==> config.mk <==
export PLATFORM = sky130hd
export DESIGN_NAME = pomodoro_sequencer
export DESIGN_NICKNAME = d
export VERILOG_FILES = /design/src/rtl/pomodoro_sequencer.sv
export SDC_FILE = /design/constraint.sdc
export NUM_CORES = 1
export LEC_CHECK = 0
export ABC_AREA = 0
export BUFFER_PORTS_ARGS = -buffer_cell sky130_fd_sc_hd__buf_4
export CAP_MARGIN = 20
export CORE_MARGIN = 2
export CORE_UTILIZATION = 50
export CTS_CLUSTER_SIZE = 25
export DETAILED_ROUTE_END_ITERATION = 8
export PLACE_DENSITY = 0.72
export RECOVER_POWER = 50
export SLEW_MARGIN = 5
export SYNTH_ARGS = -nofsm -noshare
export SYNTH_HDL_FRONTEND = slang
export SYNTH_SLANG_ARGS = --single-unit
==> constraint.sdc <==
create_clock -name clk -period 6.4 [get_ports clk]
set_input_delay 0.32 -clock clk [delete_from_list [all_inputs] [get_ports clk]]
set_output_delay 0.32 -clock clk [all_outputs]
set_load 0.02 [all_outputs]
==> src/rtl/pomodoro_sequencer.sv <==
// Pomodoro work/break sequencer with a BCD mm:ss countdown and a BCD session counter.
// Define POMO_AUTO_ADVANCE_EN to keep the countdown running across phase changes.
module pomodoro_sequencer #(
    parameter int WORK_MIN   = 25,
    parameter int SHORT_MIN  = 5,
    parameter int LONG_MIN   = 15,
    parameter int LONG_EVERY = 4
) (
    input  logic        clk,
    input  logic        rst,
    input  logic        tick,
    input  logic        btn_start,
    input  logic        btn_pause,
    input  logic        btn_skip,
    input  logic        btn_stop,
    output logic [1:0]  phase,
    output logic        running,
    output logic        phase_done,
    output logic [31:0] disp_dat,
    output logic        disp_vld
);

    typedef enum logic [1:0] {
        IDLE      = 2'd0,
        WORK      = 2'd1,
        SHORT_BRK = 2'd2,
        LONG_BRK  = 2'd3
    } phase_t;

    localparam logic [15:0] WORK_LOAD  = {4'(WORK_MIN / 10),  4'(WORK_MIN % 10),  8'h00};
    localparam logic [15:0] SHORT_LOAD = {4'(SHORT_MIN / 10), 4'(SHORT_MIN % 10), 8'h00};
    localparam logic [15:0] LONG_LOAD  = {4'(LONG_MIN / 10),  4'(LONG_MIN % 10),  8'h00};
    localparam logic [3:0]  LONG_EVERY_CNT = 4'(LONG_EVERY);

    phase_t       phase_reg;
    logic         running_reg;
    logic         phase_done_reg;
    logic [15:0]  remain_reg;
    logic [15:0]  sess_reg;
    logic [3:0]   lb_reg;
    logic [31:0]  disp_prev_reg;
    logic         disp_vld_reg;
    logic         first_reg;

    function automatic logic [15:0] load_time(input phase_t p);
        logic [15:0] t;
        case (p)
            SHORT_BRK: t = SHORT_LOAD;
            LONG_BRK:  t = LONG_LOAD;
            default:   t = WORK_LOAD;
        endcase
        return t;
    endfunction

    // mm:ss BCD countdown by one second, borrowing through each digit.
    function automatic logic [15:0] bcd_dec(input logic [15:0] t);
        logic [3:0] mm_t, mm_u, ss_t, ss_u;
        {mm_t, mm_u, ss_t, ss_u} = t;
        if (ss_u != 4'd0) begin
            ss_u = ss_u - 4'd1;
        end else begin
            ss_u = 4'd9;
            if (ss_t != 4'd0) begin
                ss_t = ss_t - 4'd1;
            end else begin
                ss_t = 4'd5;
                if (mm_u != 4'd0) begin
                    mm_u = mm_u - 4'd1;
                end else begin
                    mm_u = 4'd9;
                    mm_t = mm_t - 4'd1;
                end
            end
        end
        return {mm_t, mm_u, ss_t, ss_u};
    endfunction

    // Ripple BCD increment; a carry out of the top digit means 9999, so hold.
    logic [4:0]  sess_carry;
    logic [15:0] sess_inc;
    assign sess_carry[0] = 1'b1;

    generate
        for (genvar gi = 0; gi < 4; gi++) begin : g_sess_digit
            logic [3:0] digit;
            assign digit = sess_reg[gi*4 +: 4];
            assign sess_inc[gi*4 +: 4] = !sess_carry[gi] ? digit :
                                         (digit == 4'd9) ? 4'd0 : digit + 4'd1;
            assign sess_carry[gi+1] = sess_carry[gi] && (digit == 4'd9);
        end
    endgenerate

    logic [15:0] remain_dec;
    logic        last_sec;
    logic        long_due;
    logic        exit_running;
    phase_t      skip_phase;
    phase_t      done_phase;

    assign remain_dec = bcd_dec(remain_reg);
    assign last_sec   = (remain_reg == 16'h0001);
    assign long_due   = ((lb_reg + 4'd1) == LONG_EVERY_CNT);
    assign skip_phase = (phase_reg == WORK) ? SHORT_BRK : WORK;
    assign done_phase = (phase_reg == WORK) ? (long_due ? LONG_BRK : SHORT_BRK) : WORK;

`ifdef POMO_AUTO_ADVANCE_EN
    assign exit_running = running_reg;
`else
    assign exit_running = 1'b0;
`endif

    always_ff @(posedge clk) begin
        if (rst) begin
            phase_reg      <= IDLE;
            running_reg    <= 1'b0;
            phase_done_reg <= 1'b0;
            remain_reg     <= WORK_LOAD;
            sess_reg       <= 16'h0000;
            lb_reg         <= 4'd0;
        end else begin
            phase_done_reg <= 1'b0;
            if (btn_stop) begin
                phase_reg   <= IDLE;
                running_reg <= 1'b0;
                remain_reg  <= WORK_LOAD;
                lb_reg      <= 4'd0;
            end else if (btn_skip) begin
                if (phase_reg != IDLE) begin
                    phase_reg      <= skip_phase;
                    running_reg    <= exit_running;
                    remain_reg     <= load_time(skip_phase);
                    phase_done_reg <= 1'b1;
                end
            end else if (btn_pause) begin
                if (phase_reg != IDLE) begin
                    running_reg <= !running_reg;
                end
            end else if (btn_start) begin
                if (phase_reg == IDLE) begin
                    phase_reg <= WORK;
                end
                running_reg <= 1'b1;
            end else if (tick && running_reg && phase_reg != IDLE) begin
                if (last_sec) begin
                    // Complete on the 00:01 tick so 00:00 never shows.
                    phase_reg      <= done_phase;
                    running_reg    <= exit_running;
                    remain_reg     <= load_time(done_phase);
                    phase_done_reg <= 1'b1;
                    if (phase_reg == WORK) begin
                        sess_reg <= sess_carry[4] ? sess_reg : sess_inc;
                        lb_reg   <= long_due ? 4'd0 : lb_reg + 4'd1;
                    end
                end else begin
                    remain_reg <= remain_dec;
                end
            end
        end
    end

    // disp_vld trails a display change by one cycle, plus one pulse after reset.
    always_ff @(posedge clk) begin
        if (rst) begin
            disp_prev_reg <= {WORK_LOAD, 16'h0000};
            disp_vld_reg  <= 1'b0;
            first_reg     <= 1'b1;
        end else begin
            disp_vld_reg  <= first_reg || (disp_dat != disp_prev_reg);
            disp_prev_reg <= disp_dat;
            first_reg     <= 1'b0;
        end
    end

    assign phase      = phase_reg;
    assign running    = running_reg;
    assign phase_done = phase_done_reg;
    assign disp_dat   = {remain_reg, sess_reg};
    assign disp_vld   = disp_vld_reg;

endmodule

==> impl_results.md <==
* Worst-Margin Slew at 2.15 ns
* Post-synth EDFFs at 0
* Synth Net Count at 401
* Buffers on Ports at 43
* Reg-to-reg slack, setup at 3.82 ns
* Worst VDD drop at 121 uV
* Core area at 6790 um2
* CTS Hold Bufs at 0
* Post-synth ARST share at 0%
* Vias in the first global route at 2,567
* Initial DRT Pass Iterations at 4
* Multi-input logic area at 1930 um2
* Antenna Cells at 0
* Fin. Hold Viols at 0
* Drt drc at 0
* Largest register FFs at 32
* Worst-path clk slew at 0.07 ns
* Post-Route Setup TNS at 0 ns
* Hold EP: phase[0]$_SDFFE_PP0P_
* Synth unique cells at 59
* Yosys top cell by area: dfxtp_1
* Clock buffer depth at 2
* Synthesized area per cell at 9.09 um2
* Failing checks: capacitance limit, slew limit
* Most common cell after layout, fill and taps aside: dfxtp_1
* Initial antenna violation count at 0
* HP Class: primary input to register
* Worst Path Max Fanout at 51
* Pin count of the biggest net entering global routing at 52
* Initial drt markers at 191
* GRT overflow at 0
* Final Max Slew Viols at 52
* CTS Buf Count at 9
* Slowest-stage cell, CP: clkbuf_1
* Die W at 88.0 um
* Total number of vias at 2,858
* Dpl hpwl at 5.50 mm
* Final Skew at 0.0102 ns
* Drt total wl at 7.94 mm
* Worst Setup End Kind: register
* Final ANT Viol Nets at 0
* Tcrit/Tclk final at 45.2%
* Synth Cell Area at 3530 um2
* Fmax at 345 MHz
* Vias per inst at 5.46
* CTS tree: built
* Post-CTS Resized at 0
* Gr busiest metal: met2
* Grt met2 use at 34.2%
* Yosys warnings at 0
* Worst-Skew Late Latency at 0.34 ns
* CP arrival at 3.13 ns
* Final nets at 435
* Initial Util at 51.9%
* Clk root buf: clkbuf_8
* H-Tree Depth at 3
* Crit path time final at 2.90 ns
* Pwr per Cell Area at 209 nW/um2
* Met1 global-route usage at 29.6%
* Layout cells sized above 1 at 12.4%
* Setup bufs post-CTS at 0
* Placer Congestion at 0.800
* Crit-path cells: clkbuf_1 -> nor2_1 -> and4b_1 -> a32o_1
* Crit path required time at 6.63 ns
* Main flop type after synthesis: dfxtp_1
* Total track usage at 21.5%
* First-pass GRT wire length at 12.8 mm
* FILL cells at 651
* Crit start category: primary input
* DIE HEIGHT at 88.0 um
* Hold depth at 3
* Layout area overhead at 12.9%
* Most frequent cells in the layout: dfxtp_1 (74), nor2_1 (37), xor2_1 (31), nor2b_1 (27), clkbuf_1 (25)
* Max-slew headroom at -43.2%
* Clk sinks at 74
* Die ar. at 7740 um2
* FF+latch area at 1480 um2
* Hold slack at 0.310 ns
* Hold Startpoint: btn_start
* Largest delay share family, worst path: buffers and inverters
* Max-cap violations at 1
* Gate Count Post-Synth at 388
* Static Leak at 1.58 nW
* Avg WL per Cell at 15.2 um
* Met3 GRT Util at 3.58%
* Slowest Stage Delay on Critical Path at 1.50 ns
* Outcome: complete, but fails checks
* Row Count at 30
* FF-to-FF path depth at 7
* #FFs+latches synth at 74
* CP Buf/Inv Count at 1
* RSZ-0062 raised after global routing: false
* Power after layout at 0.000834 W
* RR Startpoint: remain_reg[9]$_SDFFE_PP0P_
* Setup violators final at 0
* # IOs at 44
* Register area share after synthesis at 42.0%
* Setup Crit Path Kind: primary input to register
* Reg-to-reg endpoint: sess_reg[12]$_SDFFE_PP0P_
* Share of the synthesized area in the top cell type at 42.0%
* Top area cells in the synthesized netlist: dfxtp_1 (42%), xor2_1 (7.7%), nor2b_1 (4.8%), nor2_1 (3.9%), nor4_1 (2.5%)
[cell type report]
class	instances	share of cell area, %
clock buffer	14	4.34
clock inverter	2	0.251
inverter	9	0.848
multi-input combinational	285	48.4
sequential	74	37.2
tap	96	3.02
timing repair buffer	43	5.94
[worst max-delay path by stage]
| stage | startpoint | endpoint | slack [ns] | cells past startpoint |
|---|---|---|---|---|
| 2_1_floorplan | remain_reg[4]$_SDFFE_PP0P_ | sess_reg[8]$_SDFFE_PP0P_ | 4.15 | 9 |
| 3_3_place_gp | remain_reg[8]$_SDFFE_PP1P_ | sess_reg[12]$_SDFFE_PP0P_ | 3.96 | 7 |
| 3_5_place_dp | remain_reg[9]$_SDFFE_PP0P_ | sess_reg[12]$_SDFFE_PP0P_ | 3.85 | 7 |
| 4_1_cts | remain_reg[9]$_SDFFE_PP0P_ | sess_reg[12]$_SDFFE_PP0P_ | 3.83 | 7 |
| 5_1_grt | rst | remain_reg[6]$_SDFFE_PP0P_ | 3.23 | 4 |
| 6_report | rst | remain_reg[6]$_SDFFE_PP0P_ | 3.50 | 4 |
[kinds of logic (layout without fill, tap and decap cells)]
group / Yosys count / count (layout) / synth area share, %
AOI/OAI and AO/OA: 61 / 61 / 11.7
xor gates and xnor gates: 41 / 41 / 10.2
adders and majority gates: 6 / 6 / 2.13
buffers and inverters: 29 / 68 / 3.33
DFF: 74 / 74 / 42.0
muxes: 8 / 8 / 2.48
and+or+nand+nor: 169 / 169 / 28.1
[stage by stage]
step | worst slack [ns] | instance area (um2) | utilization (%) | cells
floorplan | 4.15 | 3530 | - | 388
global placement | 3.96 | 3890 | 57.2 | 507
detailed placement | 3.85 | 3890 | 57.2 | 507
CTS | 3.83 | 4070 | 59.9 | 523
global route | 3.23 | 3980 | 58.6 | 523
finish | 3.50 | 3980 | 58.6 | 523
[power by group]
group	internal (W)	switching, W	total (W)
sequential	0.000462	0.00000182	0.000464
combinational	0.0000100	0.0000221	0.0000322
clock	0.000172	0.000166	0.000338
total	0.000644	0.000190	0.000834
[worst register-to-register path: cells and delay by family (launching register included)]
family	cells	cell delay, ns
flops	1	0.35
mux	1	0.37
fa+ha+maj	1	0.21
buf+inv	1	0.13
simple gates	4	1.43
[cell usage after synthesis (2+ instances only)]
cell type and number:
or2_2 4, or3_1 8, nand4b_1 2, clkbuf_1 11
nand2_1 17, o22ai_1 2, buf_1 2, xor2_1 31
a211oi_1 4, mux2_2 6, and3_1 2, dfxtp_1 74
a211o_1 2, nor2_1 37, a221o_1 2, a31oi_1 2
inv_1 9, buf_2 7, nor3_1 11, a22o_1 2
xnor2_1 10, a21oi_1 17, nand2b_1 10, nor4_1 14
o21ai_0 13, nand3b_1 8, nand3_1 6, or4_1 5
mux2i_1 2, nor2b_1 27, nand4_1 4, o211ai_1 3
nand4bb_1 3, ha_1 6
[per-layer routing]
layer	vias to the layer above	share of wire (%)
li1	1438	-
met1	1363	48
met2	50	47
met3	7	3.4
met4	0	1.0
met5	-	0
Power figures use the tool's default switching activity.
